## src/rtl/wishbone_pipeline_arbiter.sv

```systemverilog
// Round-robin arbiter sharing one pipelined Wishbone target among N initiators, with LOCK hold and response watchdog.
// Latency: grant registered 1 cycle after CYC in IDLE; owner's request/response paths are combinational thereafter.
// Backpressure: owner stalls on T_STALL or when MaxOutstanding requests are in flight; non-owners always stall.
module wishbone_pipeline_arbiter #(
  parameter int Initiators     = 4,
  parameter int AddressWidth   = 16,
  parameter int DataWidth      = 8,
  parameter int Granularity    = 8,
  parameter int MaxOutstanding = 4,
  parameter int Timeout        = 255,
  localparam int SELWidth      = DataWidth / Granularity
) (
  input  logic                               CLK,
  input  logic                               RST,
  input  logic [Initiators-1:0]              I_CYC,
  input  logic [Initiators-1:0]              I_STB,
  input  logic [Initiators-1:0]              I_WE,
  input  logic [Initiators-1:0]              I_LOCK,
  input  logic [Initiators*AddressWidth-1:0] I_ADDR,
  input  logic [Initiators*DataWidth-1:0]    I_DAT_ToTarget,
  input  logic [Initiators*SELWidth-1:0]     I_SEL,
  output logic [Initiators-1:0]              I_STALL,
  output logic [Initiators-1:0]              I_ACK,
  output logic [Initiators-1:0]              I_ERR,
  output logic [Initiators-1:0]              I_RTY,
  output logic [DataWidth-1:0]               I_DAT_ToInitiator,
  output logic                               T_CYC,
  output logic                               T_STB,
  output logic                               T_WE,
  output logic                               T_LOCK,
  output logic [AddressWidth-1:0]            T_ADDR,
  output logic [DataWidth-1:0]               T_DAT_ToTarget,
  output logic [SELWidth-1:0]                T_SEL,
  input  logic                               T_STALL,
  input  logic                               T_ACK,
  input  logic                               T_ERR,
  input  logic                               T_RTY,
  input  logic [DataWidth-1:0]               T_DAT_ToInitiator,
  output logic [Initiators-1:0]              Grant
);

  localparam int IdxW = (Initiators > 1) ? $clog2(Initiators) : 1;
  localparam int OutW = $clog2(MaxOutstanding + 1);
  localparam int WdW  = $clog2(Timeout + 1);

  localparam logic [1:0] IDLE   = 2'd0;
  localparam logic [1:0] OWNED  = 2'd1;
  localparam logic [1:0] LOCKED = 2'd2;
  localparam logic [1:0] ABORT  = 2'd3;

  logic [1:0]            state;
  logic [Initiators-1:0] grant_q;
  logic [IdxW-1:0]       owner;
  logic [IdxW-1:0]       pointer;
  logic [OutW-1:0]       outstanding;
  logic [WdW-1:0]        watchdog;

  logic            found;
  logic [IdxW-1:0] next_idx;
  logic [IdxW-1:0] adv_ptr;
  logic            owned;
  logic            locked;
  logic            aborting;
  logic            cyc_g;
  logic            lock_g;
  logic            at_max;
  logic            accept;
  logic            resp_ok;

  assign owned    = (state == OWNED);
  assign locked   = (state == LOCKED);
  assign aborting = (state == ABORT);
  assign cyc_g    = I_CYC[owner];
  assign lock_g   = I_LOCK[owner];
  assign at_max   = (outstanding >= OutW'(MaxOutstanding));
  assign adv_ptr  = (owner == IdxW'(Initiators - 1)) ? '0 : owner + 1'b1;

  // Target side follows the owner; strobe is held back once the in-flight window is full.
  assign T_CYC          = owned & cyc_g;
  assign T_STB          = owned & cyc_g & I_STB[owner] & ~at_max;
  assign T_LOCK         = (owned | locked) & lock_g;
  assign T_WE           = I_WE[owner];
  assign T_ADDR         = I_ADDR[owner*AddressWidth +: AddressWidth];
  assign T_DAT_ToTarget = I_DAT_ToTarget[owner*DataWidth +: DataWidth];
  assign T_SEL          = I_SEL[owner*SELWidth +: SELWidth];

  assign I_DAT_ToInitiator = T_DAT_ToInitiator;
  assign Grant             = grant_q;

  // A response only counts when something is in flight; stray responses are swallowed.
  assign accept  = T_STB & ~T_STALL;
  assign resp_ok = owned & (outstanding != '0) & (T_ACK | T_ERR | T_RTY);

  // Round-robin search: first CYC requester at or after the pointer, wrapping.
  always_comb begin
    found    = 1'b0;
    next_idx = '0;
    for (int i = 0; i < Initiators; i++) begin
      if (!found && I_CYC[(int'(pointer) + i) % Initiators]) begin
        found    = 1'b1;
        next_idx = IdxW'((int'(pointer) + i) % Initiators);
      end
    end
  end

  // Per-initiator stall and response steering; ABORT synthesises one ERR per stranded request.
  always_comb begin
    I_STALL = '1;
    I_ACK   = '0;
    I_ERR   = '0;
    I_RTY   = '0;
    if (owned) begin
      I_STALL[owner] = T_STALL | at_max;
      if (resp_ok) begin
        I_ACK[owner] = T_ACK;
        I_ERR[owner] = T_ERR;
        I_RTY[owner] = T_RTY;
      end
    end else if (aborting) begin
      I_ERR[owner] = (outstanding != '0);
    end
  end

  // Ownership FSM, in-flight counter and response watchdog.
  always_ff @(posedge CLK) begin
    if (RST) begin
      state       <= IDLE;
      grant_q     <= '0;
      owner       <= '0;
      pointer     <= '0;
      outstanding <= '0;
      watchdog    <= '0;
    end else begin
      case (state)
        IDLE: begin
          watchdog    <= '0;
          outstanding <= '0;
          if (found) begin
            grant_q <= {{(Initiators-1){1'b0}}, 1'b1} << next_idx;
            owner   <= next_idx;
            state   <= OWNED;
          end
        end
        OWNED: begin
          if (!cyc_g) begin
            // Dropping CYC abandons anything still in flight.
            outstanding <= '0;
            watchdog    <= '0;
            if (lock_g) begin
              state <= LOCKED;
            end else begin
              state   <= IDLE;
              grant_q <= '0;
              pointer <= adv_ptr;
            end
          end else begin
            outstanding <= outstanding + OutW'(accept) - OutW'(resp_ok);
            if (accept || resp_ok || (outstanding == '0)) begin
              watchdog <= '0;
            end else if (watchdog == WdW'(Timeout - 1)) begin
              watchdog <= WdW'(Timeout);
              state    <= ABORT;
            end else begin
              watchdog <= watchdog + 1'b1;
            end
          end
        end
        LOCKED: begin
          watchdog <= '0;
          if (cyc_g) begin
            state <= OWNED;
          end else if (!lock_g) begin
            state   <= IDLE;
            grant_q <= '0;
            pointer <= adv_ptr;
          end
        end
        ABORT: begin
          watchdog <= '0;
          if (outstanding > OutW'(1)) begin
            outstanding <= outstanding - 1'b1;
          end else begin
            outstanding <= '0;
            if (cyc_g) begin
              state <= OWNED;
            end else begin
              state   <= IDLE;
              grant_q <= '0;
              pointer <= adv_ptr;
            end
          end
        end
        default: state <= IDLE;
      endcase
    end
  end

endmodule

```

## config.mk

```make
export PLATFORM = sky130hd
export DESIGN_NAME = wishbone_pipeline_arbiter
export DESIGN_NICKNAME = d
export VERILOG_FILES = /design/src/rtl/wishbone_pipeline_arbiter.sv
export SDC_FILE = /design/constraint.sdc
export NUM_CORES = 1
export LEC_CHECK = 0
export ABC_AREA = 1
export BUFFER_PORTS_ARGS = -buffer_cell sky130_fd_sc_hd__buf_2
export CAP_MARGIN = 25
export CORE_ASPECT_RATIO = 2
export CORE_MARGIN = 2
export CORE_UTILIZATION = 38
export DETAILED_ROUTE_END_ITERATION = 16
export GPL_TIMING_DRIVEN = 0
export PLACE_DENSITY = 0.75
export SLEW_MARGIN = 20
export SYNTH_ARGS = -nofsm -noshare
export SYNTH_HDL_FRONTEND = slang
export SYNTH_SLANG_ARGS = --single-unit
export TNS_END_PERCENT = 10
```

## constraint.sdc

```tcl
create_clock -name CLK -period 4.2 [get_ports CLK]
set_input_delay 0.42 -clock CLK [delete_from_list [all_inputs] [get_ports CLK]]
set_output_delay 0.42 -clock CLK [all_outputs]
set_load 0.02 [all_outputs]
```

==> results.md, run 1 <==
- The flow ran to the end, and the final reports show no timing, DRC or antenna violations.
- The smallest setup slack after layout is 1240 ps.
- The area growth from synthesis to final layout is 40.5%.
- The headroom to the max-slew limit is 0.610.
- The launch point of the worst path is owner[0]$_SDFFE_PP0P_.
- In the final layout, the share of cells above drive strength 1 is 0.363.
- In this run the power spent charging and discharging nets is 1.10 mW.
- The number of antenna violations at the first check in global routing came to 0.
- The die area is 0.00773 sq mm.
- Ranked by total cell area, the synthesized netlist is headed by sky130_fd_sc_hd__dfxtp_1, sky130_fd_sc_hd__nor2_1, sky130_fd_sc_hd__o21ai_0, sky130_fd_sc_hd__nand2_1, sky130_fd_sc_hd__ha_1.
- After clock tree synthesis, the repair step resized 0 gates.
- For the pin with the worst max-slew slack, the measured transition is 584 ps.
- The share of power burned in the clock network is 0.103.
- The wire length on met2 is 4.86 mm.
- The number of buffer cells added on primary ports is 177.
- The length of routed wiring on met1 is 3.81 mm.
- The cell area power density is 525 mW/mm^2.
- The completed layout was analyzed and its total power is 1.96 mW.
- 0 antenna diodes ended up in the layout.
- The worst hold slack across all endpoints is 469 ps.
- The clock tree from TritonCTS is built.
- In the global route stage, overall resource usage came out at 0.256.
- The cell count after synthesis is 447.
- The cell type with the largest total area after synthesis is sky130_fd_sc_hd__dfxtp_1.
- The starting utilization of the core area is 0.389.
- In the synthesized netlist, the cells that appear most often are sky130_fd_sc_hd__nor2_1, sky130_fd_sc_hd__nand2_1, sky130_fd_sc_hd__o21ai_0.
- Cell internal power was estimated by the tool at 0.857 mW.
- The maximum fanout along the worst path is 10.
- Counting flops and latches in the post-synthesis netlist gives 21.
- STA classifies the critical path endpoint as a flip-flop.
- The layout net count is 779.
- Entering global routing, the biggest net connects 13 pins.
- The count of nets left with antenna violations after detail routing is 0.
- The type of the worst setup path is flip-flop to flip-flop.
- The total number of H-tree levels is 1.
- When the netlist entered floorplanning its net count stood at 597.
- Across the run, the number of max-cap violations was 0.
- The floorplan step set the die width to 63.2 um.
- The post-synthesis cell area is 0.00266 sq mm.
- The placer congestion estimate is 0.893.
- The data required time of the critical path is 4380 ps.
- The total grt overflow is 0.
- The worst setup path is launched from a flip-flop.
- The clock period minus final worst setup slack is 2960 ps.
- The maximum achievable frequency is 338 MHz.
- At the placement stage, the worst setup path has a slack of 1270 ps.
- The synthesized design contains 0 enable-type register cells.
- The floorplan step set the die height to 122 um.
- The final design utilization is 0.547.
- The relative contribution of sequential cells to total power is 0.140.
- Of the post-synthesis cell area, the dominant cell type holds 0.158.
- The maximum VDD drop is 0.253 mV.
- Of the total power, combinational logic draws 0.757.
- In the synthesized netlist the async set-or-reset flop fraction comes to 0.
- In the routed design, unresolved DRC markers number 0.
- After clock tree synthesis, the clock-pin slew on the worst setup and hold paths is 60 ps.
- The warning count from the yosys run is 0.
- Wires add up to 9.77 mm.
- The final routed wire length divided by cell count is 13.6 um.
- The mean cell area of the mapped netlist is 5.95 sq um.
- Once the clock tree was built, the setup fixing pass inserted 0 buffers.
- After detailed routing, the met3 layer carries 911 um of wire.
- The total clock sinks is 21.
- The starting DRC count in detailed routing is 261.
- The most common cell in the synthesized netlist is sky130_fd_sc_hd__nor2_1.
- The number of vias per cell is 5.07.
- The count of TritonRoute iterations in the first routing pass is 4.
- Clock tree synthesis inserted a total of 3 buffers.
- The type of the worst min-delay path is flip-flop to flip-flop.
- Buffers inserted to repair hold after CTS numbered 0.
- At the later pin of the worst-skew pair, clock insertion delay measures 260 ps.
- The region available for standard cell placement spans 0.00683 sq mm.
- Of the available clock period, the critical path in the final layout requires 0.704.
- The final-layout setup total negative slack is 0 ps.
- The site row count is 43.
- Detailed placement finished with a half-perimeter wire length of 8.17 mm.
- Of the synthesized area, sequential elements account for 0.158.
- The clock tree buffer depth is 2.
- The CTS root buffer is sky130_fd_sc_hd__clkbuf_16.
- The top routing layer in use is met4.
- The beginning of the worst register-to-register path is owner[0]$_SDFFE_PP0P_.
- Setup violations remaining at the end of the flow were counted as 0.
- In this run, distinct cell masters in the synthesized netlist total 37.
- Summed over all cells, the static leakage comes to 1.96 nW.
- The first global-routing pass estimated 16.0 mm of wire.
- The I/O pin count is 187.
- The origin of the worst min-delay path is Grant[0]$_SDFFE_PP0P_.
- The count of pins over their slew limit is 0.
- The data arrival time of the critical path is 3140 ps.
- Setup repair after global routing left no endpoint under its margin.
- Among all flip-flop cells after synthesis, the most frequent one is sky130_fd_sc_hd__dfxtp_1.
- The number of failing hold endpoints at the final stage was 0.
- The setup skew after layout is 1.23 ps.
- The number of global-route vias before repair came to 3521.
- Of the total power, the share spent switching nets is 0.563.
- Across all layers, the routed design uses 3640 vias.
-- final timing paths --
kind / end / slack (ps) / cells after the start
max: outstanding[2]$_SDFFE_PP0P_ / 1240 / 15
min: Grant[0]$_SDFFE_PP0P_ / 470 / 2
max reg2reg: outstanding[2]$_SDFFE_PP0P_ / 1240 / 15
min reg2reg: Grant[0]$_SDFFE_PP0P_ / 470 / 2
-- power by group through the flow --
stage	registers, mW	clock network, mW	logic (mW)
3_5_place_dp	0.276	0	1.48
2_1_floorplan	0.285	0	1.03
5_1_grt	0.279	0.213	1.66
3_3_place_gp	0.276	0	1.46
6_report	0.275	0.202	1.48
4_1_cts	0.274	0.206	1.48
-- flip-flops by register name, indices dropped and copies added (netlist names) --
signal and count:
watchdog 8, Grant 4, outstanding 3, owner 2, pointer 2, state 2
-- cell type report --
type / count / area (sq um)
multi-input combinational: 353 / 1920
sequential: 21 / 420
clock buffer: 3 / 75.1
timing repair buffer: 177 / 886
fill: 738 / 3090
inverter: 45 / 169
buffer: 28 / 149
clock inverter: 1 / 5.00
tap: 90 / 113
-- kinds of logic (layout without fill, tap and decap cells) --
family                     count (synthesis)  after routing  share of synthesized area
and+or+nand+nor                          211            211                      0.368
AOI/OAI and AO/OA                        119            119                      0.247
buffers and inverters                     73            254                      0.119
DFF                                       21             21                      0.158
adders and majority gates                 20             20                     0.0969
xor gates and xnor gates                   3              3                    0.00988
-- through the flow --
step,cells,area [sq um]
floorplan,447,2660
global placement,714,3660
detailed placement,714,3660
CTS,718,3740
global route,718,3740
finish,718,3740
-- metal layers --
layer,global-route usage,vias up
li1,-,1838
met1,0.304,1606
met2,0.471,181
met3,0.0367,15
met4,0.0750,0
met5,0,-
-- worst max-delay path: stages, from the launching register on --
cell and delay, ps:
sky130_fd_sc_hd__dfxtp_1 420, sky130_fd_sc_hd__inv_2 150, sky130_fd_sc_hd__clkbuf_1 380, sky130_fd_sc_hd__nor2_1 80, sky130_fd_sc_hd__nor2_1 80, sky130_fd_sc_hd__o21ai_0 100, sky130_fd_sc_hd__a21oi_1 190, sky130_fd_sc_hd__nand2_1 110
sky130_fd_sc_hd__ha_1 280, sky130_fd_sc_hd__inv_1 40, sky130_fd_sc_hd__ha_1 180, sky130_fd_sc_hd__fa_1 370, sky130_fd_sc_hd__xor2_1 170, sky130_fd_sc_hd__o22ai_1 130, sky130_fd_sc_hd__nand2_1 70, sky130_fd_sc_hd__a21oi_1 130
-- cell usage in the layout (no fill, tap or decap), types with 2 or more instances in the layout --
master / n
sky130_fd_sc_hd__a21oi_1: 13
sky130_fd_sc_hd__a21oi_2: 3
sky130_fd_sc_hd__a31oi_1: 5
sky130_fd_sc_hd__buf_2: 179
sky130_fd_sc_hd__buf_4: 9
sky130_fd_sc_hd__clkbuf_1: 15
sky130_fd_sc_hd__clkbuf_16: 3
sky130_fd_sc_hd__dfxtp_1: 21
sky130_fd_sc_hd__ha_1: 19
sky130_fd_sc_hd__inv_1: 40
sky130_fd_sc_hd__inv_2: 5
sky130_fd_sc_hd__nand2_1: 73
sky130_fd_sc_hd__nand2_2: 7
sky130_fd_sc_hd__nand2_4: 6
sky130_fd_sc_hd__nand3_1: 17
sky130_fd_sc_hd__nand3_2: 6
sky130_fd_sc_hd__nand4_1: 2
sky130_fd_sc_hd__nor2_1: 90
sky130_fd_sc_hd__nor4_2: 2
sky130_fd_sc_hd__o21ai_0: 65
sky130_fd_sc_hd__o21ai_1: 2
sky130_fd_sc_hd__o22ai_1: 27
sky130_fd_sc_hd__o31ai_1: 2
sky130_fd_sc_hd__xor2_1: 2
Note: power is estimated with default switching activity, not from simulation.
==> run 2: changes to the inputs <==
Clock period 4.2 ns to 3 ns, I/O delays scaled along.
==> results.md, run 2 (synthesis gave the netlist of run 1 again) <==
- The final-layout setup total negative slack is 0 ps (unchanged).
- The largest net degree at the start of global routing was 13 (unchanged).
- The height of the chip is 122 um (unchanged).
- The data arrival time of the critical path is 2930 ps (-210 ps).
- The starting utilization of the core area is 0.389 (unchanged).
- The maximum fanout along the worst path is 10 (unchanged).
- The final routed wire length divided by cell count came to 13.6 um (-0.14%).
- The insertion delay of the later-clocked pin in the worst-skew pair is 260 ps (about the same).
- TritonCTS built the clock tree.
- In this run the most used layer during global routing was met2.
- The sum of net half-perimeters after detailed placement is 8.17 mm (unchanged).
- The width of the die was 63.2 um (unchanged).
- The total track usage is 0.256 (unchanged).
- The first-pass GRT wire length is 16.0 mm (unchanged).
- The sort of element at the end of the critical path is a flip-flop.
- The fraction of power spent switching nets is 0.562 (-0.00129).
- The met2 demand-to-capacity share in global routing came to 0.471 (unchanged).
- The CTS root buffer is sky130_fd_sc_hd__clkbuf_16.
- The global-route met1 utilization is 0.304 (unchanged).
- The area growth from synthesis to final layout is 40.7%.
- The combinational group share of total power was 0.757 (about the same).
- The internal power summed over all cells is 1.20 mW (+41%).
- The total clock sinks was 21 (unchanged).
- The number of fill cells came to 737 (-0.14%).
- The clock period minus final worst setup slack is 2740 ps (-214 ps).
- watchdog holds more flip-flops than any other register.
- The DRC violations left is 0 (unchanged).
- The final routed wirelength across all metal layers was 9.76 mm (-0.14%).
- The headroom to the max-slew limit is 0.609 (-0.00123).
- The library cells used most frequently in the layout, excluding fill and tap cells, are sky130_fd_sc_hd__buf_2, sky130_fd_sc_hd__nor2_1, sky130_fd_sc_hd__nand2_1.
- The number of global-route vias before repair is 3521 (unchanged).
- The number of antenna violations at the first check in global routing was 0 (unchanged).
- The die area came to 0.00773 sq mm (unchanged).
- The setup skew after layout is 1.23 ps (+0.000720 ps).
- The number of buffers inserted by post-CTS setup repair came to 0 (unchanged).
- The type of the worst setup path is flip-flop to flip-flop.
- The clock-pin transition on the worst setup and hold timing paths was 60 ps (about the same).
- The combined area of the multi-input logic cells is 0.00192 sq mm (unchanged).
- The number of vias per cell is 5.07 (unchanged).
- The critical path launch point type is a flip-flop.
- The total grt overflow is 0 (unchanged).
- The maximum achievable frequency was 364 MHz (+7.8%).
- The antenna diode instance count was 0 (unchanged).
- The share of final-layout standard cells stronger than drive strength 1 is 0.369 (+0.00637).
- The count of TritonRoute iterations in the first routing pass is 4 (unchanged).
- The placer congestion estimate is 0.893 (unchanged).
- The data required time of the critical path is 3180 ps (-1200 ps).
- The maximum VDD drop is 0.369 mV (+46%).
- The setup-violating endpoint count in the final report is 0 (unchanged).
- The area of the placeable core is 0.00683 sq mm (unchanged).
- The count of pins over their slew limit is 0 (unchanged).
- The number of maximum-capacitance violations is 0 (unchanged).
- The relative contribution of sequential cells to total power is 0.141 (about the same).
- The count of nets left with antenna violations after detail routing was 0 (unchanged).
- The final design utilization came to 0.548 (+0.000732).
- The sum of internal, switching and leakage power is 2.75 mW (+40%).
- The routed via count is 3640 (unchanged).
- The cell area power density is 734 mW/mm^2 (+40%).
- The met3 usage was 0.0367 (unchanged).
- The layout net count is 779 (unchanged).
- The flow ran to the end, and the final reports show no timing, DRC or antenna violations.
- The number of clock buffers inserted by TritonCTS is 3 (unchanged).
- The most common cell after layout, fill and taps aside is sky130_fd_sc_hd__buf_2.
- The number of failing hold endpoints at the final stage is 0 (unchanged).
- The I/O pin count was 187 (unchanged).
- The total area of sequential cells is 423 sq um (+0.60%).
- The final period utilization is 0.915 (+0.210).
- The starting DRC count in detailed routing came to 260 (-0.38%).
- The total number of H-tree levels was 1 (unchanged).
- The site row count is 43 (unchanged).
- The leakage power figure is 1.96 nW (+0.31%).
- The flip-flop count of the largest register, all copies and words added came to 8 (unchanged).
- The share of power burned in the clock network was 0.103 (about the same).
- Setup repair after global routing left no endpoint under its margin.
- The clock tree buffer depth was 2 (unchanged).
- The slew at the pin closest to its max-slew limit is 586 ps (+1.85 ps).
- The number of buffer cells added on primary ports is 177 (unchanged).
- The net switching power is 1.54 mW (+40%).
- The type of the worst min-delay path is flip-flop to flip-flop.
run 2: cell counts in the layout (fill, tap and decap cells not counted):
No cell type changed its count.
run 2: critical path, cell delays in order (launching register included):
cell                       delay (ps)
sky130_fd_sc_hd__dfxtp_2          400
sky130_fd_sc_hd__inv_1            110
sky130_fd_sc_hd__clkbuf_2         220
sky130_fd_sc_hd__nor2_1           120
sky130_fd_sc_hd__o21ai_0          110
sky130_fd_sc_hd__a21oi_1          220
sky130_fd_sc_hd__nand2_1          110
sky130_fd_sc_hd__ha_1             280
sky130_fd_sc_hd__inv_1             40
sky130_fd_sc_hd__ha_1             180
sky130_fd_sc_hd__fa_1             370
sky130_fd_sc_hd__xor2_1           170
sky130_fd_sc_hd__o22ai_1          140
sky130_fd_sc_hd__nand2_1           70
sky130_fd_sc_hd__a21oi_1          130
run 2: stage by stage:
| step | hold WS [ps] | instance area, sq um | instances | setup WS, ps |
|---|---|---|---|---|
| 2_1_floorplan | 445 | 2660 | 447 | 536 |
| 3_3_place_gp | 450 | 3660 | 714 | 116 |
| 3_5_place_dp | 462 | 3660 | 714 | 67.8 |
| 4_1_cts | 471 | 3740 | 718 | 45.5 |
| 5_1_grt | 502 | 3740 | 718 | 18.8 |
| 6_report | 470 | 3740 | 718 | 256 |
run 2: metal layers:
metal / part of all wire / wire [um] / vias to the layer above
met3: 0.091 / 885 / 15
met5: 0 / 0 / -
li1: - / - / 1840
met4: 0.019 / 184 / 0
met1: 0.39 / 3830 / 1610
met2: 0.50 / 4860 / 175
run 2: path summary, 6_finish.rpt:
check,startpoint,to,slack [ps],depth (start not counted)
worst max-delay path,owner[1]$_SDFFE_PP0P_,outstanding[2]$_SDFFE_PP0P_,260,14
worst min-delay path,Grant[0]$_SDFFE_PP0P_,Grant[0]$_SDFFE_PP0P_,470,2
worst max register to register,owner[1]$_SDFFE_PP0P_,outstanding[2]$_SDFFE_PP0P_,260,14
worst min register to register,Grant[0]$_SDFFE_PP0P_,Grant[0]$_SDFFE_PP0P_,470,2
run 2: final cells by class:
cell class / instances / area share
buffer: 28 / 0.0404
clock buffer: 3 / 0.0201
clock inverter: 1 / 0.00134
inverter: 45 / 0.0451
multi-input combinational: 353 / 0.513
sequential: 21 / 0.113
tap: 90 / 0.0301
timing repair buffer: 177 / 0.237
run 2: repair_timing:
action / in CTS / in global routing
hold buffers: 0 / 0
resized for setup: 0 / 6
setup endpoints to repair: 0 / 2
endpoints found under the hold margin: 0 / 0
run 2: power groups by stage:
stage	Sequential, mW	Clock [mW]	Combinational, mW
finish	0.387	0.283	2.08
global route	0.394	0.299	2.32
CTS	0.383	0.288	2.08
detailed placement	0.387	0	2.07
global placement	0.386	0	2.05
floorplan	0.399	0	1.44
==> run 3: changes to the inputs <==
Settings changed: CORE_UTILIZATION 38 to 42, PLACE_DENSITY 0.75 to 0.82.
==> results.md, run 3 (synthesis gave the netlist of run 1 again) <==
- The number of failing hold endpoints at the final stage came to 0 (unchanged).
- The CTS root buffer is sky130_fd_sc_hd__clkbuf_16.
- The maximum VDD drop is 0.343 mV (-7.1%).
- The setup skew after layout was 2.69 ps (+1.46 ps).
- The non-filler instance count after layout is 713 (-0.70%).
- The cell area power density is 743 mW/mm^2 (+1.2%).
- The total grt overflow came to 0 (unchanged).
- The total track usage is 0.293 (+0.0368).
- The count of nets left with antenna violations after detail routing is 0 (unchanged).
- The count of pins over their slew limit is 0 (unchanged).
- The site row count is 41 (-4.7%).
- The first-pass GRT wire length is 16.0 mm (-0.31%).
- The family with the most delay on the worst path is adder cells.
- The flow ran to the end, and the final reports show no timing, DRC or antenna violations.
- The starting utilization of the core area is 0.429 (+0.0392).
- The largest net degree at the start of global routing is 15 (+2).
- The number of maximum-capacitance violations was 0 (unchanged).
- The antenna diode instance count is 0 (unchanged).
- The number of buffers and inverters on the critical path is 3 (unchanged).
- The final routed wirelength across all metal layers is 10.3 mm (+5.5%).
- Setup repair after global routing left no endpoint under its margin.
- In this run the worst hold path is classified as flip-flop to flip-flop.
- The area growth from synthesis to final layout is 40.4%.
- The starting DRC count in detailed routing is 278 (+6.9%).
- The maximum achievable frequency was 370 MHz (+1.4%).
- The width of the die is 60.3 um (-4.6%).
- The placer congestion estimate is 0.956 (+7.1%).
- The clock tree from TritonCTS is built.
- The slew at the pin closest to its max-slew limit came to 577 ps (-9.04 ps).
- The DRC violations left is 0 (unchanged).
- The post-route cell area came to 0.00373 sq mm (-0.23%).
- The smallest setup slack after layout is 295 ps (+39.0 ps).
- The signal on the critical path passes through inv_1, clkbuf_2, nor2_1, o21ai_0, a21oi_1, nand2_1, ha_1, inv_1, ha_1, fa_1, xor2_1, o22ai_1, nand2_1, a21oi_1.
- The total clock sinks is 21 (unchanged).
- The post-place setup slack is -19.9 ps (-87.8 ps).
- The height of the chip came to 117 um (-4.7%).
- The flip-flop count of the largest register, all copies and words added is 8 (unchanged).
- The maximum fanout along the worst path came to 10 (unchanged).
- The worst setup path is launched from a flip-flop.
- The number of vias per cell is 5.23 (+3.2%).
- The number of buffers inserted by post-CTS setup repair is 0 (unchanged).
- The leakage power figure is 1.96 nW (-0.30%).
- The layout net count is 778 (-0.13%).
- The share of final-layout standard cells stronger than drive strength 1 is 0.367 (-0.00260).
- The data required time of the critical path is 3180 ps (about the same).
- The maximum single-stage delay on the critical path was 390 ps (about the same).
- The area of placed instances is 0.00365 sq mm (-0.14%).
- The type of the worst setup path is flip-flop to flip-flop.
- The number of placed instances with taps included is 710 (-0.56%).
- The routed via count is 3731 (+2.5%).
- The number of global-route vias before repair is 3464 (-1.6%).
- Among all stages on the critical path, the largest delay is contributed by sky130_fd_sc_hd__dfxtp_2.
- The headroom to the max-slew limit is 0.615 (+0.00603).
- The number of fill cells was 622 (-16%).
- The setup-violating endpoint count in the final report is 0 (unchanged).
- The sum of net half-perimeters after detailed placement is 8.48 mm (+3.8%).
- The clock period minus final worst setup slack is 2710 ps (-39.0 ps).
- The quantity of hold-fixing buffers added after cts is 0 (unchanged).
- Leaving out fill and tap cells, the most frequent cell in the layout is sky130_fd_sc_hd__buf_2.
- The die area is 0.00702 sq mm (-9.1%).
- The clock-pin transition on the worst setup and hold timing paths was 60 ps (about the same).
- The final routed wire length divided by cell count was 14.4 um (+6.2%).
- The number of clock buffers inserted by TritonCTS is 3 (unchanged).
- STA classifies the critical path endpoint as a flip-flop.
- The clock tree buffer depth is 2 (unchanged).
- The insertion delay of the later-clocked pin in the worst-skew pair is 250 ps (about the same).
- The number of buffer cells added on primary ports is 177 (unchanged).
- The number of antenna violations at the first check in global routing was 0 (unchanged).
- The I/O pin count is 187 (unchanged).
- The top cell types in the final layout, fill and taps aside, are sky130_fd_sc_hd__buf_2, sky130_fd_sc_hd__nor2_1, sky130_fd_sc_hd__nand2_1.
- The data arrival time of the critical path was 2880 ps (-50 ps).
- The area of the placeable core is 0.00621 sq mm (-9.2%).
- Ranked by flip-flop count, first place goes to watchdog.
- The count of TritonRoute iterations in the first routing pass is 5 (+1).
- The final period utilization is 0.902 (-0.0130).
- The total number of H-tree levels is 1 (unchanged).
[run 3: cell count changes in the layout (fill, tap and decap cells not counted)]
cell / previous run / this run
sky130_fd_sc_hd__clkbuf_1: 13 / 14
sky130_fd_sc_hd__clkbuf_2: 2 / 1
sky130_fd_sc_hd__clkinv_2: 1 / 0
sky130_fd_sc_hd__inv_2: 5 / 4
sky130_fd_sc_hd__inv_4: 0 / 1
[run 3: repair_timing]
item,4_1_cts,5_1_grt
gates resized for setup,0,5
gates cloned,0,0
endpoints found under the setup margin,1,2
[run 3: worst reg2reg max path: cells and delay by family, from the launching register on]
family                     cells  cell delay [ps]
adders and majority gates      3              850
AOI/OAI and AO/OA              4              580
DFF                            1              390
buffers and inverters          3              360
and+or+nand+nor                3              290
xor gates and xnor gates       1              170
[run 3: final cells by class]
| type | count | area [sq um] | share of cell area |
|---|---|---|---|
| Clock buffer | 4 | 78.8 | 0.0211 |
| Timing Repair Buffer | 177 | 886 | 0.237 |
| Multi-Input combinational cell | 353 | 1920 | 0.515 |
| Sequential cell | 21 | 423 | 0.113 |
| Tap cell | 86 | 108 | 0.0288 |
| Buffer | 27 | 146 | 0.0392 |
| Inverter | 45 | 171 | 0.0459 |
[run 3: power by group]
group	switching, mW	total [mW]	leakage [nW]	internal (mW)
clock network	0.101	0.282	0.0382	0.181
logic	1.41	2.11	1.75	0.693
registers	0.0562	0.387	0.171	0.331
[run 3: final timing paths]
| path | startpoint | endpoint | slack [ps] | depth (start not counted) |
|---|---|---|---|---|
| worst min-delay path | Grant[2]$_SDFFE_PP0P_ | Grant[2]$_SDFFE_PP0P_ | 460 | 2 |
| worst max-delay path | owner[1]$_SDFFE_PP0P_ | outstanding[2]$_SDFFE_PP0P_ | 290 | 14 |
| worst min register to register | Grant[2]$_SDFFE_PP0P_ | Grant[2]$_SDFFE_PP0P_ | 460 | 2 |
| worst max register to register | owner[1]$_SDFFE_PP0P_ | outstanding[2]$_SDFFE_PP0P_ | 290 | 14 |
[run 3: through the flow]
| step | TNS [ps] | total power, mW | hold WS [ps] | utilization |
|---|---|---|---|---|
| 6_report | 0 | 2.78 | 459 | 0.602 |
| 5_1_grt | 0 | 3.02 | 498 | 0.602 |
| 4_1_cts | 0 | 2.75 | 461 | 0.601 |
| 3_5_place_dp | -19.9 | 2.47 | 453 | 0.589 |
| 3_3_place_gp | 0 | 2.45 | 449 | 0.589 |
| 2_1_floorplan | 0 | 1.84 | 445 | - |
[run 3: routing by layer]
metal,up-vias,share of wire,global-route usage,wire [um]
met4,0,0.028,0.0785,289
met5,-,0,0,0
met2,215,0.47,0.481,4840
li1,1835,-,-,-
met1,1658,0.41,0.391,4220
met3,23,0.092,0.0454,948
